==> src/rtl/fb_access_sched.sv <==
// Framebuffer access scheduler: VGA scan-out reads take priority, rectangle fills use idle slots.
// Latency: read address issued one pixel ahead, RGB valid in the pixel's own cycle; fill writes start the cycle after accept.
// Backpressure: cmd_ready low while a fill (or the optional reset clear) runs; a stalled fill holds all counters.
// Optional feature macro FB_CLEAR_ON_RESET_EN: after reset the whole RAM is cleared to CLEAR_RGB before commands are taken.
module fb_access_sched #(
   parameter int          FB_W       = 240,
   parameter int          FB_H       = 180,
   parameter int          HPIXELS    = 800,
   parameter int          HBP        = 344,
   parameter int          HFP        = 584,
   parameter int          VBP        = 181,
   parameter int          VFP        = 361,
   parameter logic [11:0] BORDER_RGB = 12'hFFF,
   parameter logic [11:0] CLEAR_RGB  = 12'h000
) (
   input  logic        dclk,
   input  logic        clr_n,
   input  logic [9:0]  hc,
   input  logic [9:0]  vc,
   input  logic        cmd_valid,
   output logic        cmd_ready,
   input  logic [7:0]  cmd_x,
   input  logic [7:0]  cmd_y,
   input  logic [7:0]  cmd_w,
   input  logic [7:0]  cmd_h,
   input  logic [11:0] cmd_rgb,
   output logic        busy,
   output logic        fill_done,
   output logic [15:0] ram_addr,
   output logic        ram_we,
   output logic [11:0] ram_wdata,
   input  logic [11:0] ram_rdata,
   output logic [3:0]  red,
   output logic [3:0]  green,
   output logic [3:0]  blue
);

   localparam logic [9:0]  HLAST_V = 10'(HPIXELS - 1);
   localparam logic [9:0]  HBP_V   = 10'(HBP);
   localparam logic [9:0]  HFP_V   = 10'(HFP);
   localparam logic [9:0]  VBP_V   = 10'(VBP);
   localparam logic [9:0]  VFP_V   = 10'(VFP);
   localparam logic [7:0]  FB_W8   = 8'(FB_W);
   localparam logic [7:0]  FB_H8   = 8'(FB_H);
   localparam logic [15:0] FB_W16  = 16'(FB_W);
`ifdef FB_CLEAR_ON_RESET_EN
   localparam logic [15:0] LAST_ADDR = 16'(FB_W * FB_H - 1);
`endif

`ifdef FB_CLEAR_ON_RESET_EN
   typedef enum logic [1:0] {S_IDLE, S_FILL, S_DONE, S_CLEAR} state_t;
`else
   typedef enum logic [1:0] {S_IDLE, S_FILL, S_DONE} state_t;
`endif

   state_t      state, state_nxt;

   // scan-out lookahead
   logic [9:0]  hn;
   logic [9:0]  hoff;
   logic [9:0]  vrow;
   logic        read_slot;
   logic        rd_pend;
   logic [15:0] rd_addr;

   // fill engine
   logic [15:0] wr_addr;
   logic [15:0] row_base;
   logic [7:0]  x_cnt;
   logic [7:0]  y_cnt;
   logic [7:0]  w_eff;
   logic [7:0]  h_eff;
   logic [11:0] fill_rgb;
   logic        last_col;
   logic        last_row;
   logic        wr_en;
   logic        accept;

   // command decode at accept
   logic        cmd_bad;
   logic [7:0]  rem_w;
   logic [7:0]  rem_h;
   logic [7:0]  clip_w;
   logic [7:0]  clip_h;
   logic [15:0] start_addr;

   logic [11:0] rgb;

`ifdef FB_CLEAR_ON_RESET_EN
   logic        clr_start;
`endif

   // Read slot uses next pixel's column so the synchronous RAM data lands in the pixel's own cycle.
   always_comb begin
      hn        = (hc == HLAST_V) ? 10'd0 : hc + 10'd1;
      read_slot = (vc >= VBP_V) && (vc < VFP_V) && (hn >= HBP_V) && (hn < HFP_V);
      hoff      = hn - HBP_V;
      vrow      = vc - VBP_V;
      rd_addr   = 16'(hoff) + 16'(vrow) * FB_W16;
   end

   // Validate and clip the incoming rectangle against the framebuffer edges.
   always_comb begin
      cmd_bad    = (cmd_x >= FB_W8) || (cmd_y >= FB_H8) || (cmd_w == 8'd0) || (cmd_h == 8'd0);
      rem_w      = FB_W8 - cmd_x;
      rem_h      = FB_H8 - cmd_y;
      clip_w     = (cmd_w < rem_w) ? cmd_w : rem_w;
      clip_h     = (cmd_h < rem_h) ? cmd_h : rem_h;
      start_addr = 16'(cmd_y) * FB_W16 + 16'(cmd_x);
      last_col   = (x_cnt == w_eff - 8'd1);
      last_row   = (y_cnt == h_eff - 8'd1);
   end

   // State register.
   always_ff @(posedge dclk or negedge clr_n) begin
      if (!clr_n) state <= S_IDLE;
      else        state <= state_nxt;
   end

`ifdef FB_CLEAR_ON_RESET_EN
   // One-shot request that steers the first post-reset cycle into the clear sweep.
   always_ff @(posedge dclk or negedge clr_n) begin
      if (!clr_n) clr_start <= 1'b1;
      else        clr_start <= 1'b0;
   end
`endif

   // Next-state and handshake/write-strobe decode.
   always_comb begin
      state_nxt = state;
      cmd_ready = 1'b0;
      busy      = 1'b1;
      fill_done = 1'b0;
      wr_en     = 1'b0;
      case (state)
         S_IDLE: begin
            busy      = 1'b0;
            cmd_ready = 1'b1;
`ifdef FB_CLEAR_ON_RESET_EN
            if (clr_start) begin
               busy      = 1'b1;
               cmd_ready = 1'b0;
               state_nxt = S_CLEAR;
            end else
`endif
            if (cmd_valid) state_nxt = cmd_bad ? S_DONE : S_FILL;
         end
         S_FILL: begin
            if (!read_slot) begin
               wr_en = 1'b1;
               if (last_col && last_row) state_nxt = S_DONE;
            end
         end
         S_DONE: begin
            fill_done = 1'b1;
            state_nxt = S_IDLE;
         end
`ifdef FB_CLEAR_ON_RESET_EN
         S_CLEAR: begin
            if (!read_slot) begin
               wr_en = 1'b1;
               if (wr_addr == LAST_ADDR) state_nxt = S_IDLE;
            end
         end
`endif
         default: state_nxt = S_IDLE;
      endcase
      accept = cmd_ready && cmd_valid;
   end

   // RAM port mux: scan-out owns the port in read slots, the fill/clear engine otherwise.
   always_comb begin
      ram_we    = wr_en;
      ram_addr  = read_slot ? rd_addr : wr_addr;
      ram_wdata = (state == S_FILL) ? fill_rgb : CLEAR_RGB;
   end

   // Fill counters: latched on accept, advanced only on granted write slots; row step is add-only.
   always_ff @(posedge dclk or negedge clr_n) begin
      if (!clr_n) begin
         wr_addr  <= '0;
         row_base <= '0;
         x_cnt    <= '0;
         y_cnt    <= '0;
         w_eff    <= '0;
         h_eff    <= '0;
         fill_rgb <= '0;
      end else if (accept) begin
         wr_addr  <= start_addr;
         row_base <= start_addr;
         x_cnt    <= '0;
         y_cnt    <= '0;
         w_eff    <= clip_w;
         h_eff    <= clip_h;
         fill_rgb <= cmd_rgb;
      end else if (wr_en) begin
         if (state == S_FILL) begin
            if (last_col) begin
               x_cnt    <= '0;
               y_cnt    <= y_cnt + 8'd1;
               row_base <= row_base + FB_W16;
               wr_addr  <= row_base + FB_W16;
            end else begin
               x_cnt    <= x_cnt + 8'd1;
               wr_addr  <= wr_addr + 16'd1;
            end
         end else begin
            wr_addr <= wr_addr + 16'd1;
         end
      end
   end

   // Remember that last cycle issued a scan-out read, so this cycle's RAM data is a pixel.
   always_ff @(posedge dclk or negedge clr_n) begin
      if (!clr_n) rd_pend <= 1'b0;
      else        rd_pend <= read_slot;
   end

   // Pixel output: RAM data inside the window, border colour elsewhere.
   always_comb begin
      rgb   = rd_pend ? ram_rdata : BORDER_RGB;
      red   = rgb[11:8];
      green = rgb[7:4];
      blue  = rgb[3:0];
   end

endmodule

==> config.mk <==
export PLATFORM = sky130hd
export DESIGN_NAME = fb_access_sched
export DESIGN_NICKNAME = d
export VERILOG_FILES = /design/src/rtl/fb_access_sched.sv
export SDC_FILE = /design/constraint.sdc
export NUM_CORES = 1
export LEC_CHECK = 0
export ABC_AREA = 1
export BUFFER_PORTS_ARGS = -buffer_cell sky130_fd_sc_hd__buf_2
export CORE_MARGIN = 5
export CORE_UTILIZATION = 60
export CTS_CLUSTER_DIAMETER = 30
export CTS_CLUSTER_SIZE = 12
export DETAILED_ROUTE_END_ITERATION = 8
export GPL_TIMING_DRIVEN = 0
export PLACE_DENSITY = 0.86
export SETUP_SLACK_MARGIN = 0.4
export SLEW_MARGIN = 20
export SYNTH_ARGS = -nofsm -noshare
export SYNTH_HDL_FRONTEND = slang
export SYNTH_SLANG_ARGS = --single-unit
==> constraint.sdc <==
create_clock -name dclk -period 15.3 [get_ports dclk]
set_clock_uncertainty 0.2 [all_clocks]
set_input_delay 3.06 -clock dclk [delete_from_list [all_inputs] [get_ports dclk]]
set_output_delay 3.06 -clock dclk [all_outputs]
set_load 0.01 [all_outputs]
Word-level counts from Yosys, hierarchy flattened
Index checks and enable logic that the tools add are counted.
{"block": "classes", "eq_ne": 8, "multipliers": 2, "magnitude_cmp": 8, "reduce_logical": 17, "add_sub_neg": 13, "n_mux": 32}
{"cell": "16-bit 2-to-1 mux", "n": 9}
{"cell": "8-bit 2-to-1 mux", "n": 10}
{"cell": "12-bit 2-to-1 mux", "n": 2}
{"cell": "10-bit by 16-bit adder with 16-bit output", "n": 1}
{"cell": "16-bit by 1-bit adder with 16-bit output (second input constant)", "n": 1}
{"cell": "16-bit by 8-bit adder with 16-bit output", "n": 1}
{"cell": "16-bit by 8-bit adder with 16-bit output (second input constant)", "n": 1}
{"cell": "8-bit by 1-bit adder with 8-bit output (second input constant)", "n": 2}
{"cell": "8-bit == test", "n": 2}
{"cell": "8-bit greater-or-equal comparator (second input constant)", "n": 2}
{"cell": "8-bit zero test", "n": 2}
{"cell": "8-bit less-than comparator", "n": 2}
{"cell": "8-bit by 1-bit subtractor with 8-bit output (second input constant)", "n": 2}
{"cell": "8-bit subtractor (first input constant)", "n": 2}
{"cell": "10-bit by 4-bit multiplier with 12-bit output (second input constant)", "n": 1}
{"cell": "8-bit by 4-bit multiplier with 12-bit output (second input constant)", "n": 1}
{"cell": "10-bit by 1-bit adder with 10-bit output (second input constant)", "n": 1}
{"cell": "10-bit == test (second input constant)", "n": 1}
{"cell": "10-bit by 8-bit greater-or-equal comparator with 1-bit output (second input constant)", "n": 1}
{"cell": "10-bit by 9-bit greater-or-equal comparator with 1-bit output (second input constant)", "n": 1}
{"cell": "10-bit less-than comparator (second input constant)", "n": 1}
{"cell": "10-bit by 9-bit less-than comparator with 1-bit output (second input constant)", "n": 1}
{"cell": "10-bit 2-to-1 mux", "n": 1}
{"cell": "10-bit by 8-bit subtractor with 10-bit output (second input constant)", "n": 1}
{"cell": "13 further kinds", "n": 31}
{"block": "word_totals", "elab_cells": 89, "output_inout_bits": 44, "register_bits": 79, "input_bits": 79}

Depth between registers and ports, before layout
Gate-level depths: netlist (run 1).
{"block": "logic_depth", "ltp_word": 9, "depth_mapped": 28}

Least setup slack after synthesis (run 1)
No wires, ideal clock.
{"block": "synth_timing", "path_kind": "in2out", "from": "input vc[0]", "to": "output ram_addr[14]", "stages": 20, "arrival_time_ps": 6577, "required_ps": 12040, "setup_slack_ps": 5463, "path_cell_list": "inv_1 -> ha_1 -> xnor2_1 -> inv_1 -> ha_1 -> ha_1 -> or2_2 -> nand2_1 -> fa_1 -> inv_1 -> ha_1 -> nand2_1 -> o21ai_0 -> a21oi_1 -> o21ai_0 -> nand2_1 -> nor2_1 -> nand2_1 -> xor2_1 -> o21ai_0"}
{"block": "synth_via", "elab_chain_len": 5, "elab_cells_between_ends": 9}
{"item": "start: declaration", "line": "19", "rtl": "input logic [9:0] vc,"}
{"item": "branches (longest 4 deep; another with 10-bit by 16-bit adder with 16-bit output)"}
{"item": "16-bit 2-to-1 mux (*)", "line": "174", "rtl": "ram_addr = read_slot ? rd_addr : wr_addr;"}
{"item": "end: declaration", "line": "29", "rtl": "output logic [15:0] ram_addr,"}
Every way passes the cells marked *.

Worst setup path in the final report (run 1)
{"block": "layout_timing", "from": "input vc[0]", "to": "output ram_addr[13]"}
Same word-level chain as after synthesis.

==> impl_results.md, run 1 <==
- TritonCTS clock tree: built
- Syn Inst Count: 1353
- Leakage: 5.582 nW
- Reg2reg start: w_eff[2]
- Ys async rst share: 100.0%
- Hold Crit Class: register to register
- Minimum clock period: about 11000 ps
- Die area: 0.01752 sq mm
- Pre-Repair DR Iteration Count: 5
- Slew HR: 56.76%
- Status: complete, no violations
- WL/cell: 13.86 um
- Ys flop type: dfrtp_1
- CP startpoint kind: input port
- Syn_area_per_cell: 6.642 sq um
- H-tree lvl count: 3
- Clock buffer depth: 2
- Least-Margin Pin Slew: 648.6 ps
- R2R Path End: wr_addr[15]
- Residual DRC: 0
- RSZ-0062 raised after global routing: false
- Row cnt: 44
- Initial antenna violation count: 0
- Largest net degree at the start of global routing: 46
- Switching Fraction: between 40% and 50%
- GR Util All Layers: between 20% and 30%
- Layout cell share with drive strength beyond 1: 13.34%
- Synth-to-Final Area Change: 13.30%
- Pint: 646.4 uW
- EDFF count, synth: 0
- Netlist Area Pre-Place: 0.008986 sq mm
- Total design power: 1.180 mW
- Maxcap violations: 0
- Clock power share: 20.0%
- Commonest cells after routing, fill and taps aside: nand2_1 (386), inv_1 (208), buf_2 (130)
- Sequential power share: 24.2%
- Period utilization: 68.87%
- Nets: 1662
- Initial Util: 61.60%
- Total power density per cell area: 115.9 mW/mm^2
- Routability cong.: 0.9492
- Combinational power share: ~56%
- Switch Pwr: 533.6 uW
- Max frequency: approximately 95 MHz
- Remaining global-route overflow: 0
- IO Port Bufs: 122
- Hold buffer count at cts: 0
- Worst setup path endpoint: ram_addr[13]
- Fin Setup TNS: 0 ps
- CTS resizes: 0
- Yosys reg bits: 79
- Worst Path Required: 12040 ps
- Clock-pin transition on the worst setup and hold timing paths: 60 ps
- Part of the Yosys area used for sequential elements: 22.00%
- Chip width: approximately 130 um
- Global-route wire length before repair: 38410 um
- Maximum VDD drop: approximately 0.000055 V
- CP Class: input port to output pin
- Drt initial violations: 599
- Synth warn: 0
- Via count: 9142
- Setup violators final: 0
- Ports: 123
- Clock Latency Late Sink: 340 ps
- Antenna Cells: 0
- Postcts setup bufs: 0
- Worst reg-to-reg setup slack: between 10000 and 15000 ps
- Final slew viol count: 0
- Syn Nets: 1528
- Commonest non-fill, non-tap cell in the layout: nand2_1
- Buffer type at the clock tree root: clkbuf_16
- Die Y-Extent: 132.4 um
- Reg2Reg Depth: 17
- Number of CTS-inserted buffers: 9
- Post-DP HPWL: 18580 um
- Worst Path Arrival: 7280 ps
- Number of vias per cell: approximately 5.5
- Crit Path Max Fanout: 4
- TritonCTS sink count: a little under 80
- Critical Path Sink Type: output pin
- Final count of hold timing violations: 0
- Crit. Startpoint: vc[0]
- DRT antenna net count: 0
- Core ar.: 0.01459 sq mm
- Unique masters post-synth: 43
- Vias in the first global route: 8585
- Final wirelength: 23230 um
## layout make-up
cell class | instances | area (sq um)
plain buffers | 32 | 165.2
clock buffers | 12 | 246.5
clock inverters | 4 | 77.57
fillers | 1230 | 4408
inverters | 215 | 807.0
multi-input cells | 1027 | 6037
flip-flops and latches | 79 | 1977
well taps | 184 | 230.2
repair buffers | 123 | 640.6
## power by group through the flow
| stage | registers (mW) | clock network [mW] | logic [mW] |
|---|---|---|---|
| after floorplan | 0.276 | 0 | 0.504 |
| after global placement | 0.287 | 0 | 0.627 |
| after global routing | 0.291 | 0.245 | 0.751 |
| after CTS | 0.284 | 0.236 | 0.655 |
| after detailed placement | 0.288 | 0 | 0.649 |
| final | 0.285 | 0.236 | 0.659 |
## cells in the mapped netlist, types with 13 or more instances
master / instances / area share [%]
o21ai_0: 85 / 4.7
nand3_2: 13 / 1.4
dfrtp_1: 79 / 22
clkbuf_1: 14 / 0.58
nand3_1: 109 / 6.1
nor3_1: 15 / 0.84
ha_1: 74 / 10
inv_1: 208 / 8.7
nand4_1: 24 / 1.7
nor2_1: 79 / 3.3
fa_1: 22 / 4.9
xnor2_1: 28 / 2.7
xor2_1: 61 / 5.9
nand2_1: 386 / 16
a21oi_1: 56 / 3.1
## worst max-delay path, cell delays in order
cell and delay (ps):
buf_2 120, inv_1 80, ha_1 230, inv_1 90, nand2_1 70, nand2_1 110, xor2_1 380, inv_1 210
xor2_1 200, inv_1 60, ha_1 270, inv_1 50, fa_1 490, inv_1 40, ha_1 350, nand2_1 90
inv_1 100, nand3_1 70, o21ai_0 260, xor2_1 320, nor2_1 130, nand2_1 90, nand3_1 70, o21ai_0 140
buf_2 190
## worst min-delay path by stage
stage               depth (start not counted)           end         start  slack (ps)
global route                                2  row_base[15]  row_base[15]         330
detailed placement                          2  row_base[10]  row_base[10]         290
global placement                            2      h_eff[7]      h_eff[7]         280
CTS                                         2  row_base[10]  row_base[10]         300
finish                                      2  row_base[10]  row_base[10]         310
floorplan                                   2  row_base[10]  row_base[10]         260
## registers in the layout (all words and copies together) (netlist names)
| signal | cells |
|---|---|
| h_eff | 8 |
| y_cnt | 8 |
| w_eff | 8 |
| row_base | 16 |
| x_cnt | 8 |
| wr_addr | 16 |
| state | 2 |
| rd_pend | 1 |
| fill_rgb | 12 |
## logic make-up (layout without fill, tap and decap cells)
logic type,Yosys count,after routing,synth area share [%]
buf+inv,247,386,10.82
simple gates,667,667,32.69
compound gates,175,175,10.61
xor+xnor,89,89,8.674
fa+ha+maj,96,96,15.20
flops,79,79,22.00
## through the flow
step	instance area [sq um]	std cells	setup WS, ps	hold slack, ps	utilization (%)
2_1_floorplan	8986	1353	5463	263.3	-
6_report	10180	1676	4763	308.6	69.79
3_5_place_dp	9857	1660	4838	288.0	67.56
4_1_cts	10180	1676	4819	302.3	69.79
5_1_grt	10180	1676	4427	326.9	69.79
3_3_place_gp	9827	1659	4927	284.5	67.36
## per-layer routing
layer  vias to the layer above  track usage [%]  routed length [um]
met5                         -                0                   0
met4                         0            8.654                 644
met3                        57            3.702                1444
met2                       334            45.89               11420
met1                      4161            31.57                9717
li1                       4590                -                   -
No activity file was read; power rests on OpenSTA's default activity.
==> run 2, diff against run 1 <==
CORE_UTILIZATION = 54   (was 60)
PLACE_DENSITY = 0.82   (was 0.86)
clock period = 8.9 ns   (was 15.3 ns; I/O delays follow)
==> run 2 against run 1 <==
Compared with the run above: sequential share of layout area barely moved; combinational power rose by 73%; worst hold slack improved by 1.7 ps; count of clock-buffer cells in the layout fell by 3; largest cell class unchanged; cell area barely moved; clock power rose by 52%; routed wire length rose by 0.14%; flip-flop and latch count did not move; cell count rose by 2.1%; non-clock buffer count did not move; largest power group unchanged; critical path depth fell by 3.
==> impl_results.md, run 2 (synthesis gave the netlist of run 1 again) <==
- Status: complete, no violations
- CP startpoint kind: input port
- WL/cell: 13.59 um
- Cell Chain, Critical Path: buf_2, inv_1, ha_1, xnor2_1, inv_1, ha_1, ha_1, or2_2, nand2_1, fa_1, inv_1, ha_1, nand2_1, o21ai_0, a21oi_1, o21ai_0, nand2_1, nor2_1, nand2_1, xor2_1, o21ai_0, buf_2
- Total power density per cell area: 195.3 mW/mm^2
- Worst Path Arrival: 5970 ps
- Post-route insts no fill: around 1700
- Max frequency: roughly 130 MHz
- TritonCTS sink count: 79
- Commonest non-fill, non-tap cell in the layout: nand2_1
- Core ar.: between 0.015 and 0.02 sq mm
- Clock buffer depth: 2
- Layout cell share with drive strength beyond 1: around 13%
- Reg2reg start: w_eff[0]
- Vias in the first global route: 8700
- Worst Hold End: row_base[15]
- Routability cong.: 0.9059
- Antenna Cells: 0
- Hold buffer count at cts: 0
- Number of vias per cell: about 5.3
- H-tree lvl count: 3
- Total design power: 1.990 mW
- Row cnt: 47
- Final wirelength: 23260 um
- Commonest cells after routing, fill and taps aside: nand2_1 (386), inv_1 (208), buf_2 (130)
- Minimum clock period: between 7000 and 8000 ps
- CP top delay family: adder cells
- Worst reg-to-reg setup slack: 6140 ps
- Ports: 123
- Hold Crit Class: register to register
- Critical Path Sink Type: output pin
- Leakage: 5.569 nW
- Largest net degree at the start of global routing: 44
- WP buf/inv: 5
- Top Registers: row_base (16), wr_addr (16), fill_rgb (12)
- Postcts setup bufs: 0
- Die area: 0.01932 sq mm
- Worst path slowest cell: fa_1
- Initial antenna violation count: 0
- Number of CTS-inserted buffers: 9
- R2R Path End: wr_addr[14]
- Via count: between 9000 and 10000
- Nets: 1662
- TritonCTS clock tree: built
- DRT antenna net count: 0
- Reg2Reg Depth: 15
- Pre-Repair DR Iteration Count: 6
- Initial Util: 54.57%
- Slew HR: 48.92%
- Post-DP HPWL: around 19000 um
- Buffer type at the clock tree root: clkbuf_16
- CTS resizes: 0
- Crit Path Max Fanout: 5
- Maximum VDD drop: 0.0001148 V
- Remaining global-route overflow: 0
- Final slew viol count: 0
- Synth-to-Final Area Change: 13.39%
- Placed cell count: 1696
- Max incr delay on CP: 420 ps
- CP Class: input port to output pin
- Worst Path Required: 6920 ps
- Maxcap violations: 0
- Clock-pin transition on the worst setup and hold timing paths: approximately 60 ps
- Drt initial violations: 495
- Chip width: 139 um
- Least-Margin Pin Slew: approximately 770 ps
- Period utilization: roughly nine tenths
- WHS Path Cells: 2
- IO Port Bufs: 122
- Final count of hold timing violations: 0
- GR Util All Layers: 24.00%
- RSZ-0062 raised after global routing: false
- Fin Setup TNS: 0 ps
- Clock Latency Late Sink: 350 ps
- Global-route wire length before repair: 39530 um
- Worst hold start: row_base[15]
- Die Y-Extent: 139 um
- Residual DRC: 0
- Setup violators final: 0
[run 2: cell type report]
| class | count | area (sq um) |
|---|---|---|
| clock buffers | 9 | 225.2 |
| plain buffers | 32 | 165.2 |
| repair buffers | 123 | 640.6 |
| inverters | 215 | 807.0 |
| clock inverters | 7 | 62.56 |
| well taps | 220 | 275.3 |
| fillers | 1523 | 6276 |
| multi-input cells | 1027 | 6037 |
| flip-flops and latches | 79 | 1977 |
[run 2: power breakdown]
group          leakage [nW]  switching, mW  internal, mW
logic                  4.50          0.701         0.438
registers             0.920         0.0742         0.419
clock network         0.144          0.164         0.195
total                  5.57          0.938          1.05
[run 2: worst max-delay path by stage]
stage / from / end / slack [ps] / cells after the start
2_1_floorplan: vc[0] / ram_addr[14] / 1620 / 20
4_1_cts: vc[0] / ram_addr[14] / 950 / 22
6_report: vc[0] / ram_addr[14] / 950 / 22
3_3_place_gp: vc[0] / ram_addr[14] / 1060 / 22
5_1_grt: vc[0] / ram_addr[14] / 620 / 25
3_5_place_dp: vc[0] / ram_addr[14] / 970 / 22
[run 2: metal layers]
metal  part of all wire (%)  GRT usage (%)  up-vias  wire (um)
met1                     42          29.87     4164       9870
met2                     50          43.72      242      11690
li1                       -              -     4583          -
met4                    2.1          7.570        0        493
met5                      0              0        -          0
met3                    5.2          2.379       37       1209
[run 2: through the flow]
stage / utilization [%] / setup slack (ps) / hold slack [ps] / cell area [sq um]
global route: 61.88 / 619.1 / 341.1 / 10190
finish: 61.88 / 950.5 / 310.3 / 10190
global placement: 59.95 / 1060 / 283.3 / 9872
floorplan: - / 1623 / 263.3 / 8986
CTS: 61.88 / 952.4 / 316.3 / 10190
detailed placement: 60.14 / 972.7 / 298.4 / 9902
[run 2: tightest hold or removal path, stage by stage, from the launching register on]
cell     delay [ps]
dfrtp_1         360
nand2_1          60
nand2_1          50
==> run 3, diff against run 2 <==
ABC_AREA = not set   (was 1)
CORE_MARGIN = 2   (was 5)
==> run 3 against run 2 <==
Compared with the run above: global-route usage grew 1.7 points; first-iteration DRC count shrank 8.9%; worst hold slack lost 48 ps; critical path depth shrank 1; setup slack lost 170 ps; count of clock-buffer cells in the layout grew 2; core utilization grew 0.84 points; die area shrank 11%.
==> impl_results.md, run 3 <==
- Routability cong.: 0.8948
- Setup violators final: 0
- Drt initial violations: 451
- Cell Chain, Critical Path: buf_2, inv_1, ha_1, nand2b_1, and2_1, clkbuf_1, ha_1, xnor2_1, fa_1, inv_1, ha_1, a21oi_1, xnor2_1, ha_1, a21oi_1, a2111oi_2, nand3_1, nor3_1, xnor3_1, a21oi_1, buf_2
- DRT antenna net count: 0
- Buffer type at the clock tree root: clkbuf_16
- Synth-to-Final Area Change: 13.99%
- CP startpoint kind: input port
- Final count of hold timing violations: 0
- Part of the Yosys area used for sequential elements: between 20 and 25%
- Minimum clock period: 8115 ps
- Synth cell count leaders: nand2_1 (116), inv_1 (82), dfrtp_1 (79), nor2_1 (79)
- Post-Synth XOR/XNOR Area: 12.48%
- Pre-Repair DR Iteration Count: 6
- RSZ-0062 raised after global routing: false
- Vias in the first global route: ~7400
- Number of vias per cell: approximately 5.7
- Post-route cell area: 0.009928 sq mm
- CP top delay family: adder cells
- Netlist Area Pre-Place: 0.008710 sq mm
- Placed Area: 0.009583 sq mm
- Final slew viol count: 0
- WP buf/inv: 5
- Initial antenna violation count: 0
- Syn Nets: 1252
- Nets: 1380
- Global-route wire length before repair: 35290 um
- WL/cell: 15.27 um
- Adder-Cell Fraction of Synth Area: 15.92%
- Synth top area cells: dfrtp_1 (23%), ha_1 (11%), xnor2_1 (7.4%)
- EDFF count, synth: 0
- Max frequency: ~120 MHz
- TritonCTS clock tree: built
- Area share of the largest cell type after synthesis: 22.70%
- Least-Margin Pin Slew: slightly below 1000 ps
- Synth warn: 0
- Layout cell share with drive strength beyond 1: 14.30%
- Leakage: around 4.6 nW
- IO Port Bufs: 116
- Remaining global-route overflow: 0
- Worst Path Required: 6920 ps
- Worst Path Arrival: slightly above 6000 ps
- CP Class: input port to output pin
- TritonCTS sink count: 79
- Chip width: 131 um
- Residual DRC: 0
- Fin Setup TNS: 0 ps
- Clock Latency Late Sink: 350 ps
- H-tree lvl count: 3
- Synthesized-area fraction occupied by and/or/nand/nor cells: 23.09%
- Total power density per cell area: 271.7 mW/mm^2
- Hold Crit Class: register to register
- Most numerous cell in the Yosys netlist: nand2_1
- Largest net degree at the start of global routing: around 40
- Top Registers: row_base (16), wr_addr (16), fill_rgb (12)
- Initial Util: 55.03%
- Critical Path Sink Type: output pin
- Worst hold start: fill_rgb[9]
- Antenna Cells: 0
- Slew HR: between 30% and 40%
- Ys async rst share: between 90% and 100%
- Maximum VDD drop: approximately 0.00011 V
- Final wirelength: 21780 um
- Period utilization: 91.18%
- Worst path slowest cell: fa_1
- CP dominant cell by count: ha_1
- Clock-pin transition on the worst setup and hold timing paths: approximately 50 ps
- Max incr delay on CP: 530 ps
- Largest family of logic cells by synthesized area: simple AND/OR/NAND/NOR gates
- Number of CTS-inserted buffers: 9
- Post-synthesis mux area share: 1.537%
- Crit Path Max Fanout: 5
- Die area: 0.01716 sq mm
- Synth Area in Compound Gates: 18.57%
- Syn_area_per_cell: 8.087 sq um
- Commonest cells after routing, fill and taps aside: buf_2 (125), nand2_1 (116), inv_1 (82)
- Crit. Startpoint: vc[0]
- Synth area leader: dfrtp_1
- Core ar.: 0.01583 sq mm
- Unique masters post-synth: 80
- Reg2reg start: w_eff[0]
- Syn Inst Count: roughly 1100
- Maxcap violations: 0
- Commonest non-fill, non-tap cell in the layout: buf_2
- Ports: ~120
- GR Util All Layers: 25.73%
- Ys flop type: dfrtp_1
- Post-DP HPWL: 17150 um
- Die Y-Extent: 131 um
- Row cnt: 46
- Via count: roughly 8100
- Clock buffer depth: 2
- Status: complete, no violations
- Yosys reg bits: 79
-- run 3: cell count changes after synthesis, moves of 29 or more --
cell / previous run / this run
nand3_1: 109 / 37
nand2_1: 386 / 116
nand2b_1: 0 / 29
inv_1: 208 / 82
o21ai_0: 85 / 56
xnor2_1: 28 / 74
-- run 3: final cells by class --
type | count | area [sq um]
multi-input combinational | 871 | 6257
fill | 1371 | 5899
sequential | 79 | 1977
timing repair buffer | 117 | 603.1
inverter | 84 | 315.3
tap | 216 | 270.3
clock buffer | 11 | 242.7
buffer | 43 | 181.4
clock inverter | 5 | 81.33
-- run 3: what timing repair did --
action,CTS,global route
hold endpoints to repair,0,0
resized for setup,1,3
pin swaps,0,0
setup endpoints to repair,1,2
buffers inserted,0,0
hold buffers,0,0
-- run 3: worst min-delay path: cells and delay by family, from the launching register on --
family	cells	cell delay, ps
DFF	1	330
and+or+nand+nor	2	100
-- run 3: worst paths after layout --
| path | to | cells after the start | slack (ps) |
|---|---|---|---|
| setup / recovery | ram_addr[15] | 21 | 790 |
| hold / removal | fill_rgb[9] | 2 | 260 |
| setup reg to reg | wr_addr[14] | 11 | 5610 |
| hold reg to reg | fill_rgb[9] | 2 | 260 |
| max in group asynchronous | fill_rgb[5] | 2 | 6680 |
| min in group asynchronous | w_eff[5] | 1 | 1210 |
-- run 3: cell families (layout without fill, tap and decap cells) --
group | count (synthesis) | after routing
compound gates | 241 | 241
xor+xnor | 121 | 121
fa+ha+maj | 98 | 98
buf+inv | 127 | 260
flops | 79 | 79
mux | 13 | 13
simple gates | 398 | 398
-- run 3: routing by layer --
| layer | track usage (%) | up-vias | share of wire (%) |
|---|---|---|---|
| met2 | 43.89 | 277 | 48 |
| met5 | 0 | - | 0 |
| met3 | 2.850 | 38 | 5.5 |
| li1 | - | 4024 | - |
| met4 | 8.135 | 0 | 2.2 |
| met1 | 34.35 | 3787 | 45 |
-- run 3: power breakdown --
group / switching (mW) / internal [mW]
Combinational: 0.920 / 0.711
Sequential: 0.159 / 0.505
Clock: 0.149 / 0.253
Total: 1.23 / 1.47
-- run 3: per-stage QoR --
step | total power [mW] | std cells | utilization, % | setup slack (ps) | hold slack, ps
after floorplan | 1.856 | 1077 | - | 1101 | 237.4
after global placement | 2.214 | 1409 | 60.40 | 482.9 | 249.9
after detailed placement | 2.264 | 1410 | 60.55 | 373.5 | 254.3
after CTS | 2.682 | 1426 | 62.64 | 487.7 | 268.3
after global routing | 2.943 | 1426 | 62.73 | 504.7 | 293.9
final | 2.698 | 1426 | 62.73 | 785.4 | 261.9
